File: src/rtl/countdown_timer_bcd_pkg.sv
// Shared constants for the microwave cook-time countdown: state codes and BCD limits.
// Latency: n/a (definitions only).
// Backpressure: n/a.
package countdown_timer_bcd_pkg;

    localparam logic [1:0] ST_IDLE   = 2'd0;
    localparam logic [1:0] ST_RUN    = 2'd1;
    localparam logic [1:0] ST_PAUSED = 2'd2;
    localparam logic [1:0] ST_DONE   = 2'd3;

    localparam logic [3:0] DIGIT_MAX    = 4'd9;
    localparam logic [3:0] SEC_TENS_MAX = 4'd5;

    // Saturate an operator-supplied digit to the largest legal value for its position.
    function automatic logic [3:0] bcd_clamp(input logic [3:0] digit, input logic [3:0] limit);
        return (digit > limit) ? limit : digit;
    endfunction

endpackage

File: src/rtl/countdown_timer_bcd_digit_dec.sv
// One BCD digit of the down-counter; wraps 0 -> max_val and raises borrow_out.
// Latency: combinational.
// Backpressure: none; dec_en is the borrow from the next less significant digit.
module bcd_digit_dec (
    input  logic [3:0] digit,
    input  logic       dec_en,
    input  logic [3:0] max_val,
    output logic [3:0] next_digit,
    output logic       borrow_out
);

    // Decrement with wrap; borrow only when an enabled decrement crosses zero.
    always_comb begin
        next_digit = digit;
        borrow_out = 1'b0;
        if (dec_en) begin
            if (digit == 4'd0) begin
                next_digit = max_val;
                borrow_out = 1'b1;
            end else begin
                next_digit = digit - 4'd1;
            end
        end
    end

endmodule

File: src/rtl/countdown_timer_bcd.sv
// MM:SS BCD cook-time countdown, one decrement per TICKS_PER_SEC rising edges of tick_in.
// Latency: new time visible one clk after the edge that samples tick_rise.
// Backpressure: none; commands are single-cycle levels (clear > load > pause > start). Optional DOOR_INTERLOCK_EN adds door_open.
module countdown_timer_bcd
    import countdown_timer_bcd_pkg::*;
#(
    parameter int unsigned TICKS_PER_SEC = 1
) (
    input  logic       clk,
    input  logic       rst,
    input  logic       tick_in,
    input  logic       load,
    input  logic       start,
    input  logic       pause,
    input  logic       clear,
`ifdef DOOR_INTERLOCK_EN
    input  logic       door_open,
`endif
    input  logic [3:0] min_tens_in,
    input  logic [3:0] min_units_in,
    input  logic [3:0] sec_tens_in,
    input  logic [3:0] sec_units_in,
    output logic [3:0] min_tens,
    output logic [3:0] min_units,
    output logic [3:0] sec_tens,
    output logic [3:0] sec_units,
    output logic       running,
    output logic       done
);

    localparam logic [7:0] PRESC_LAST = 8'(TICKS_PER_SEC - 1);

    logic [1:0] state, state_nxt;
    logic [7:0] presc, presc_nxt;
    logic       tick_q;
    logic       tick_rise;
    logic       sec_step;
    logic       door;
    logic       time_zero;
    logic       dec_zero;
    logic [3:0] mt_nxt, mu_nxt, st_nxt, su_nxt;
    logic [3:0] mt_dec, mu_dec, st_dec, su_dec;
    logic       su_borrow, st_borrow, mu_borrow, mt_borrow;

`ifdef DOOR_INTERLOCK_EN
    assign door = door_open;
`else
    assign door = 1'b0;
`endif

    assign tick_rise = tick_in & ~tick_q;
    assign sec_step  = tick_rise && (presc == PRESC_LAST);
    assign time_zero = ({min_tens, min_units, sec_tens, sec_units} == 16'h0000);
    // An underflow out of min_tens would be a wrap, never a real terminal count.
    assign dec_zero  = ({mt_dec, mu_dec, st_dec, su_dec} == 16'h0000) && !mt_borrow;

    assign running = (state == ST_RUN);
    assign done    = (state == ST_DONE);

    bcd_digit_dec u_sec_units (.digit(sec_units), .dec_en(sec_step),  .max_val(DIGIT_MAX),
                               .next_digit(su_dec), .borrow_out(su_borrow));
    bcd_digit_dec u_sec_tens  (.digit(sec_tens),  .dec_en(su_borrow), .max_val(SEC_TENS_MAX),
                               .next_digit(st_dec), .borrow_out(st_borrow));
    bcd_digit_dec u_min_units (.digit(min_units), .dec_en(st_borrow), .max_val(DIGIT_MAX),
                               .next_digit(mu_dec), .borrow_out(mu_borrow));
    bcd_digit_dec u_min_tens  (.digit(min_tens),  .dec_en(mu_borrow), .max_val(DIGIT_MAX),
                               .next_digit(mt_dec), .borrow_out(mt_borrow));

    // Command arbitration, prescaling and decrement selection for the next cycle.
    always_comb begin
        state_nxt = state;
        presc_nxt = presc;
        mt_nxt    = min_tens;
        mu_nxt    = min_units;
        st_nxt    = sec_tens;
        su_nxt    = sec_units;
        if (clear) begin
            state_nxt = ST_IDLE;
            presc_nxt = 8'd0;
            mt_nxt    = 4'd0;
            mu_nxt    = 4'd0;
            st_nxt    = 4'd0;
            su_nxt    = 4'd0;
        end else if (state == ST_RUN && door) begin
            // Door opened mid-cook: freeze time and prescale, no decrement this cycle.
            state_nxt = ST_PAUSED;
        end else if (load && state != ST_RUN) begin
            state_nxt = ST_IDLE;
            presc_nxt = 8'd0;
            mt_nxt    = bcd_clamp(min_tens_in,  DIGIT_MAX);
            mu_nxt    = bcd_clamp(min_units_in, DIGIT_MAX);
            st_nxt    = bcd_clamp(sec_tens_in,  SEC_TENS_MAX);
            su_nxt    = bcd_clamp(sec_units_in, DIGIT_MAX);
        end else if (state == ST_RUN) begin
            if (pause) begin
                // Prescale is held so a partial second survives the pause.
                state_nxt = ST_PAUSED;
            end else begin
                if (tick_rise) begin
                    presc_nxt = sec_step ? 8'd0 : presc + 8'd1;
                end
                if (sec_step) begin
                    mt_nxt = mt_dec;
                    mu_nxt = mu_dec;
                    st_nxt = st_dec;
                    su_nxt = su_dec;
                    if (dec_zero) begin
                        state_nxt = ST_DONE;
                    end
                end
            end
        end else if (!pause && start && !door && !time_zero &&
                     (state == ST_IDLE || state == ST_PAUSED)) begin
            state_nxt = ST_RUN;
        end
    end

    // State, time digits, prescale and tick edge history with synchronous reset.
    always_ff @(posedge clk) begin
        if (rst) begin
            state     <= ST_IDLE;
            presc     <= 8'd0;
            tick_q    <= 1'b1;
            min_tens  <= 4'd0;
            min_units <= 4'd0;
            sec_tens  <= 4'd0;
            sec_units <= 4'd0;
        end else begin
            state     <= state_nxt;
            presc     <= presc_nxt;
            tick_q    <= tick_in;
            min_tens  <= mt_nxt;
            min_units <= mu_nxt;
            sec_tens  <= st_nxt;
            sec_units <= su_nxt;
        end
    end

endmodule
File: config.mk
export PLATFORM = sky130hd
export DESIGN_NAME = countdown_timer_bcd
export DESIGN_NICKNAME = d
export VERILOG_FILES = /design/src/rtl/countdown_timer_bcd_pkg.sv /design/src/rtl/countdown_timer_bcd_digit_dec.sv /design/src/rtl/countdown_timer_bcd.sv
export SDC_FILE = /design/constraint.sdc
export NUM_CORES = 1
export LEC_CHECK = 0
export BUFFER_PORTS_ARGS = -buffer_cell sky130_fd_sc_hd__buf_2
export CORE_MARGIN = 4
export CORE_UTILIZATION = 50
export CTS_CLUSTER_DIAMETER = 100
export CTS_CLUSTER_SIZE = 25
export DETAILED_ROUTE_END_ITERATION = 16
export PLACE_DENSITY_LB_ADDON = 0.1
export SLEW_MARGIN = 15
export SYNTH_ARGS = -nofsm -noshare
export SYNTH_HDL_FRONTEND = slang
export SYNTH_SLANG_ARGS = --single-unit
export TNS_END_PERCENT = 5
File: constraint.sdc
create_clock -name clk -period 4.95 [get_ports clk]
set_input_delay 0.7425 -clock clk [delete_from_list [all_inputs] [get_ports clk]]
set_output_delay 0.7425 -clock clk [all_outputs]
set_load 0.02 [all_outputs]
==> run_results.csv, run 1 <==
group,metric,value,unit
sta,rsz0062_at_grt,"no",
place,dp_hpwl,3100,µm
detailed_routing,drt-pass1-iter-count,4,
sta,worstMarginPinSlew,664,ps
job,drv_cap,0,
global_routing,antenna_found_initial,0,
synth,ys_types,45,
setup_path,worstPathRequired,5200,ps
detailed_routing,drcViolationCount,0,
pwr,cellLeakagePower,0.773,nW
pwr,power.density,213,nW/µm²
global_routing,grt_max_degree,21,
clock_tree,cts-buffers-inserted,3,
global_routing,grt_pass1_wl,7130,µm
finish,drive_gt1_frac,0.215,
setup_path,endpoint_kind,"flop",
synth,netlist_top_cells_area,"dfxtp_1 34%, nor2_1 5.9%, xor2_1 5.5%",
finish,syn_to_final_growth,16.5,%
synth,synthArstFlopShare,0,
sta,finalCritPeriodShare,0.463,
detailed_routing,vias,1643,
sta,report.final.setup_viol,0,
clock_tree,clk_pin_slew_worst_paths,150,ps
synth,ys_seq_area_frac,0.337,
floorplan,dieArea,4180,µm²
floorplan,die_height,64.6,µm
detailed_routing,ant_nets,0,
floorplan,die_w,64.6,µm
setup_path,startpoint_type,"input port",
floorplan,io_pins,41,
finish,diodes,0,
sta,max-slew-margin-rel,0.556,
detailed_routing,avgViaCountPerCell,5.74,
global_routing,first_global_vias,1533,
detailed_routing,dr.first_iter.drc_count,71,
synth,syn_inst,203,
synth,synth_top_area_frac,0.337,
pwr,vdd.ir_drop.worst,0.0877,mV
setup_path,r2r_slack,2670,ps
sta,totalNegativeSetupSlack,0,ps
sta,hold_violations,0,
setup_path,worstPathMaxFanout,11,
clock_tree,root_buffer,"clkbuf_4",
place,port-buffer-count,40,
global_routing,grt.total_usage,0.214,
synth,ys_ff_latch,27,
synth,synth_top_area_cell,"dfxtp_1",
clock_tree,cts.sinks,27,
clock_tree,ctsResizeCount,0,
sta,fin_crit,2290,ps
clock_tree,cts_setup_buffers,0,
global_routing,globalRouteOverflowTotal,0,
clock_tree,insertion_delay,320,ps
floorplan,core_area,3050,µm²
synth,syn_area,1600,µm²
clock_tree,postCtsHoldBufs,0,
sta,slew_violations,0,
finish,layout.cells.most_common_list,"40 x buf_2, 27 x dfxtp_1, 25 x nor2_1",
finish,nNetsFinal,270,
clock_tree,cts_buffer_depth,2,
clock_tree,cts_tree,"built",
detailed_routing,wl,4050,µm
floorplan,num_rows,20,
synth,synth_flop_cell,"dfxtp_1",
setup_path,cp.arrival,2540,ps
clock_tree,h-tree-depth,1,
sta,fmax,0.436,GHz
synth,synth-edff-count,0,
finish,final_core_util,0.612,
run_status,status,"finished, final reports clean",
finish,fillers,317,
synth,yosysWarningCount,0,
place,gp_congestion,0.817,
sta,fin_skew,1.04,ps
setup_path,critical_path_class,"in2reg",
finish,layout_commonest_cell,"buf_2",
synth,syn_area_per_cell,7.90,µm²
min_path,hp-class,"reg2reg",
detailed_routing,drt-wirelength-per-cell,14.2,µm
synth,syn_nets,230,
floorplan,start_util,0.525,
==> metrics by stage <==
step                total power, mW  hold slack [ps]  setup WS [ps]  instances  instance area (µm²)
global route                  0.421              554           2470        286                 1870
floorplan                     0.278              484           2850        203                 1600
detailed placement            0.305              487           2350        282                 1840
CTS                           0.404              510           2670        286                 1870
global placement              0.305              489           2430        282                 1840
finish                        0.399              514           2660        286                 1870
==> layout make-up <==
type,count,area [µm²],area share
Clock inverter,1,5.00,0.00268
Sequential cell,27,541,0.289
Timing Repair Buffer,41,208,0.111
Clock buffer,3,22.5,0.0121
Inverter,9,33.8,0.0181
Multi-Input combinational cell,161,1000,0.537
Tap cell,44,55.1,0.0295
==> logic make-up after synthesis <==
family | Yosys count | share of synthesized area
compound gates | 46 | 0.181
fa+ha+maj | 4 | 0.0312
xor+xnor | 11 | 0.0601
flops | 27 | 0.337
buf+inv | 15 | 0.0374
mux | 2 | 0.0125
simple gates | 98 | 0.341
==> critical path, stage by stage <==
cell and delay [ps]:
buf_2 120, nor3b_1 370, and4b_1 520, nand3_1 180, or3_1 340, a311oi_1 260
==> cells in the mapped netlist (all sizes together), types with 6 or more instances <==
| master | number |
|---|---|
| nand3 | 6 |
| a31oi | 6 |
| xor2 | 10 |
| nor3 | 10 |
| inv | 9 |
| dfxtp | 27 |
| nor2 | 25 |
| nand4 | 9 |
| nand2 | 16 |
| a21oi | 11 |
| o21ai | 13 |
==> flip-flops by register name, indices dropped and copies added, names as in the netlist <==
register and flops:
min_tens 4, presc 8, sec_tens 4, state 2, sec_units 4, min_units 4
tick_q 1
==> power breakdown <==
part           total (mW)  internal (mW)  switching (mW)
clock network      0.0973         0.0303          0.0670
logic              0.0713         0.0281          0.0432
registers           0.230          0.223         0.00744
total               0.399          0.281           0.118
==> worst paths after layout <==
| check | start | to | cells past startpoint |
|---|---|---|---|
| worst max-delay path | pause | min_units[1] | 6 |
| worst min-delay path | sec_tens[3] | sec_tens[3] | 2 |
| worst max register to register | presc[0] | min_units[1] | 7 |
| worst min register to register | sec_tens[3] | sec_tens[3] | 2 |
==> metal layers <==
metal | share of wire | GRT usage | vias up
li1 | - | - | 824
met5 | 0 | 0 | -
met4 | 0.0062 | 0.0475 | 0
met3 | 0.048 | 0.0225 | 4
met2 | 0.50 | 0.374 | 43
met1 | 0.45 | 0.282 | 772
Note: power is estimated with default switching activity, not from simulation.
==> inputs of run 2 (changes only) <==
==> constraint.sdc (replaced) <==
create_clock -name clk -period 2.3 [get_ports clk]
set_input_delay 0.345 -clock clk [delete_from_list [all_inputs] [get_ports clk]]
set_output_delay 0.345 -clock clk [all_outputs]
set_load 0.02 [all_outputs]
==> run 2 against run 1 <==
- via count down 1.8%
- clock skew up 7.3 ps
- non-clock buffer count grew 3
- power up 120%
- worst setup slack got worse by 2500 ps
- combinational power rose by 120%
- utilization grew 0.86 points
- flip-flop and latch count unchanged
- critical path type is now reg2reg
==> run_results.csv, run 2 (synthesis results as in run 1) <==
group,metric,value,unit
place,port-buffer-count,40,
setup_path,startpoint_type,"flop",
clock_tree,cts.sinks,27,
floorplan,num_rows,20,
finish,regMostFlops,"presc",
setup_path,cp.arrival,2340,ps
place,gp_congestion,0.856,
setup_path,worstPathRequired,2530,ps
global_routing,grt_pass1_wl,6920,µm
sta,fin_ws,193,ps
detailed_routing,avgViaCountPerCell,5.58,
sta,finalCritPeriodShare,0.916,
detailed_routing,ant_nets,0,
global_routing,first_global_vias,1536,
setup_path,r2r-end,"sec_units[0]",
clock_tree,clk_pin_slew_worst_paths,150,ps
detailed_routing,wl,4060,µm
floorplan,core_area,3050,µm²
setup_path,rr_startpoint,"presc[0]",
pwr,vdd.ir_drop.worst,0.211,mV
pwr,cellLeakagePower,0.786,nW
setup_path,reg2reg_depth,7,
finish,layout.cells.most_common_list,"40 x buf_2, 27 x dfxtp_1, 25 x nor2_1",
clock_tree,postCtsHoldBufs,0,
clock_tree,cts_setup_buffers,0,
detailed_routing,dr.first_iter.drc_count,116,
global_routing,grt.total_usage,0.208,
detailed_routing,vias,1613,
setup_path,critPathSlowestCell,"nand4b_1",
place,dp_slack,188,ps
setup_path,worstPathMaxFanout,9,
sta,hold_violations,0,
clock_tree,root_buffer,"clkbuf_4",
sta,report.final.setup_viol,0,
setup_path,critical_path_class,"reg2reg",
sta,totalNegativeSetupSlack,0,ps
setup_path,critPathLaunch,"presc[0]",
floorplan,die_w,64.6,µm
clock_tree,h-tree-depth,1,
floorplan,io_pins,41,
setup_path,crit_end,"sec_units[0]",
setup_path,endpoint_kind,"flop",
sta,max-slew-margin-rel,0.637,
sta,fin_crit,2110,ps
clock_tree,cts_buffer_depth,2,
setup_path,slowest_delay,430,ps
min_path,hp-class,"in2reg",
detailed_routing,drcViolationCount,0,
finish,layout_commonest_cell,"buf_2",
clock_tree,insertion_delay,330,ps
setup_path,crit_path_cell_trace,"inv_1 > ha_1 > nor4b_4 > nand4b_1 > o21ai_0 > o21ai_0 > o221a_2",
pwr,power.density,455,nW/µm²
finish,syn_to_final_growth,18.1,%
finish,drive_gt1_frac,0.224,
min_path,holdPathStages,2,
sta,worstMarginPinSlew,543,ps
floorplan,die_height,64.6,µm
setup_path,r2r_slack,190,ps
sta,fin_skew,8.39,ps
setup_path,cpMostUsedCell,"o21ai_0",
floorplan,dieArea,4180,µm²
detailed_routing,drt-pass1-iter-count,4,
finish,nNetsFinal,273,
floorplan,start_util,0.525,
job,drv_cap,0,
detailed_routing,drt-wirelength-per-cell,14.1,µm
sta,slew_violations,0,
clock_tree,cts_tree,"built",
finish,diodes,0,
clock_tree,cts-buffers-inserted,3,
finish,largest_reg_flops,8,
sta,rsz0062_at_grt,"no",
sta,fmax,0.475,GHz
global_routing,grt_max_degree,16,
place,dp_hpwl,3100,µm
global_routing,antenna_found_initial,0,
global_routing,globalRouteOverflowTotal,0,
clock_tree,ctsResizeCount,0,
run_status,status,"finished, final reports clean",
==> run 2: cell count changes in the layout (fill, tap and decap cells not counted), sizes merged <==
cell / before / now
buf: 41 / 44
clkbuf: 3 / 4
clkinv: 1 / 0
==> run 2: area by class of cell <==
type | count | area, µm²
sequential | 27 | 541
timing repair buffer | 44 | 230
tap | 44 | 55.1
fill | 300 | 1160
clock buffer | 4 | 26.3
multi-input combinational | 161 | 1010
inverter | 9 | 33.8
==> run 2: critical path: cells and delay by family, from the launching register on <==
kind                       cells  cell delay [ps]
buffers and inverters          1              110
AOI/OAI and AO/OA              3              680
adders and majority gates      1              160
and+or+nand+nor                2              720
DFF                            1              360
==> run 2: report_power, final <==
group	leakage (nW)	internal (mW)	switching, mW	total (mW)
logic	0.552	0.0629	0.0929	0.156
registers	0.219	0.479	0.0157	0.495
clock network	0.0150	0.0681	0.144	0.212
==> run 2: worst min path at each step <==
| stage | startpoint | end | slack [ps] |
|---|---|---|---|
| after detailed placement | sec_tens[3] | sec_tens[3] | 500 |
| after CTS | tick_in | tick_q | 200 |
| final | tick_in | tick_q | 210 |
| after floorplan | rst | tick_q | 450 |
| after global routing | tick_in | tick_q | 200 |
| after global placement | sec_tens[3] | sec_tens[3] | 490 |
==> run 2: metal layers <==
metal	vias to the layer above	global-route usage	share of wire
li1	830	-	-
met1	746	0.278	0.48
met2	33	0.344	0.47
met3	4	0.0347	0.043
met4	0	0.0633	0.0076
met5	-	0	0
==> run 2: through the flow <==
stage / power [mW] / hold slack [ps] / utilization / instances / instance area [µm²]
after detailed placement: 0.659 / 496 / 0.610 / 285 / 1860
after floorplan: 0.599 / 449 / - / 203 / 1600
after global placement: 0.658 / 493 / 0.610 / 285 / 1860
after CTS: 0.869 / 204 / 0.619 / 289 / 1890
final: 0.862 / 207 / 0.620 / 289 / 1890
after global routing: 0.908 / 202 / 0.620 / 289 / 1890
==> inputs of run 3 (changes only) <==
--- a/config.mk
+++ b/config.mk
@@ -6,6 +6,7 @@
 export NUM_CORES = 1
 export LEC_CHECK = 0
 export BUFFER_PORTS_ARGS = -buffer_cell sky130_fd_sc_hd__buf_2
+export CORE_ASPECT_RATIO = 1.1
 export CORE_MARGIN = 4
 export CORE_UTILIZATION = 50
 export CTS_CLUSTER_DIAMETER = 100
==> constraint.sdc (replaced) <==
create_clock -name clk -period 2.25 [get_ports clk]
set_input_delay 0.3375 -clock clk [delete_from_list [all_inputs] [get_ports clk]]
set_output_delay 0.3375 -clock clk [all_outputs]
set_load 0.02 [all_outputs]
==> run 3 against run 2 <==
- sequential power grew 2%
- critical path depth grew 1
- power grew 2.2%
- clock power is essentially flat
- combinational power grew 4%
- worst setup slack lost 23 ps
- cell count shrank 1.4%
- non-clock buffer count grew 6
- critical endpoint is now min_units[2]
==> run_results.csv, run 3 (synthesis results as in run 1) <==
group,metric,value,unit
detailed_routing,wl,4010,µm
finish,nNetsFinal,279,
setup_path,crit_path_cell_trace,"inv_1 > ha_1 > nor4b_4 > and4b_2 > buf_4 > nor3_1 > or3_1 > a31oi_1",
clock_tree,cts-buffers-inserted,3,
global_routing,grt_max_degree,16,
sta,hold_violations,0,
global_routing,grtUsageMet2,0.370,
global_routing,grt.busiest_layer,"met2",
clock_tree,cts_buffer_depth,2,
detailed_routing,vias,1648,
pwr,vdd.ir_drop.worst,0.357,mV
setup_path,startpoint_type,"flop",
clock_tree,clk_pin_slew_worst_paths,160,ps
global_routing,grt_pass1_wl,6730,µm
pwr,cellLeakagePower,0.814,nW
floorplan,die_height,67.4,µm
global_routing,met1_usage,0.261,
finish,fillers,317,
clock_tree,root_buffer,"clkbuf_4",
clock_tree,cts_tree,"built",
setup_path,endpoint_kind,"flop",
global_routing,use_met3,0.0287,
min_path,hp-class,"in2reg",
detailed_routing,avgViaCountPerCell,5.78,
floorplan,dieArea,4180,µm²
place,dp_slack,163,ps
detailed_routing,ant_nets,0,
finish,largest_reg_flops,8,
sta,fmax,0.481,GHz
sta,fin_skew,8.81,ps
setup_path,worstPathMaxFanout,8,
detailed_routing,drcViolationCount,0,
sta,max-slew-margin-rel,0.615,
pwr,p_total,0.881,mW
floorplan,core_area,3070,µm²
clock_tree,postCtsHoldBufs,0,
global_routing,antenna_found_initial,0,
setup_path,critical_path_class,"reg2reg",
setup_path,worstPathRequired,2510,ps
job,drv_cap,0,
pwr,power.density,458,nW/µm²
finish,regMostFlops,"presc",
floorplan,die_w,62.0,µm
place,port-buffer-count,40,
sta,fin_ws,170,ps
global_routing,globalRouteOverflowTotal,0,
sta,totalNegativeSetupSlack,0,ps
floorplan,start_util,0.522,
clock_tree,h-tree-depth,1,
setup_path,critPathSlowestCell,"or3_1",
floorplan,num_rows,21,
finish,final_core_util,0.626,
detailed_routing,drt-wirelength-per-cell,14.1,µm
sta,finalCritPeriodShare,0.924,
sta,worstMarginPinSlew,573,ps
finish,syn_to_final_growth,20.0,%
detailed_routing,drt-pass1-iter-count,4,
clock_tree,cts.sinks,27,
global_routing,first_global_vias,1600,
global_routing,grt.total_usage,0.210,
sta,report.final.setup_viol,0,
run_status,status,"finished, final reports clean",
finish,layout.cells.most_common_list,"40 x buf_2, 26 x dfxtp_1, 25 x nor2_1",
finish,drive_gt1_frac,0.251,
place,dp_hpwl,3120,µm
setup_path,slowest_delay,380,ps
finish,diodes,0,
place,gp_congestion,0.857,
setup_path,cp.arrival,2340,ps
sta,slew_violations,0,
sta,fin_crit,2080,ps
detailed_routing,dr.first_iter.drc_count,67,
floorplan,io_pins,41,
sta,rsz0062_at_grt,"no",
finish,layout_commonest_cell,"buf_2",
clock_tree,insertion_delay,320,ps
==> run 3: changes by cell type in the layout (fill, tap and decap cells not counted), sizes merged <==
cell / previous run / this run
clkinv: 0 / 1
buf: 44 / 50
clkbuf: 4 / 3
==> run 3: final timing paths <==
| path | from | end | slack, ps | cells after the start |
|---|---|---|---|---|
| max | presc[0] | min_units[2] | 170 | 8 |
| min | tick_in | tick_q | 220 | 2 |
| max reg2reg | presc[0] | min_units[2] | 170 | 8 |
| min reg2reg | sec_tens[3] | sec_tens[3] | 510 | 2 |
==> run 3: final cells by class <==
type / instances / area [µm²] / area share
Clock buffer: 3 / 22.5 / 0.0117
Sequential cell: 27 / 542 / 0.281
Multi-Input combinational cell: 161 / 1000 / 0.522
Tap cell: 34 / 42.5 / 0.0221
Timing Repair Buffer: 50 / 275 / 0.143
Clock inverter: 1 / 5.00 / 0.00260
Inverter: 9 / 33.8 / 0.0175
==> run 3: per-stage QoR <==
step | instance area, µm² | instances | hold slack [ps]
after floorplan | 1600 | 203 | 441
after global placement | 1880 | 279 | 502
after detailed placement | 1880 | 279 | 494
after CTS | 1910 | 283 | 209
after global routing | 1930 | 285 | 209
final | 1930 | 285 | 219
==> run 3: per-layer routing <==
metal / share of wire / wire length, µm
met5: 0 / 0
met1: 0.46 / 1840
met2: 0.49 / 1980
met4: 0.0090 / 36
met3: 0.038 / 153
==> run 3: critical path: cells and delay by family (launching register included) <==
family	cells	cell delay [ps]
AND/OR/NAND/NOR	4	1070
AO/OA/AOI/OAI	1	150
buffers and inverters	2	280
adder cells (fa/ha/maj)	1	160
flip-flops	1	370
==> run 3: repair_timing <==
item	CTS	global route
buffers inserted	0	2
gates resized for setup	0	2
endpoints found under the setup margin	0	6
==> run 3: power by group <==
group | internal (mW) | total (mW) | switching [mW]
clock | 0.0665 | 0.213 | 0.147
sequential | 0.490 | 0.506 | 0.0159
combinational | 0.0683 | 0.163 | 0.0944
total | 0.624 | 0.881 | 0.257
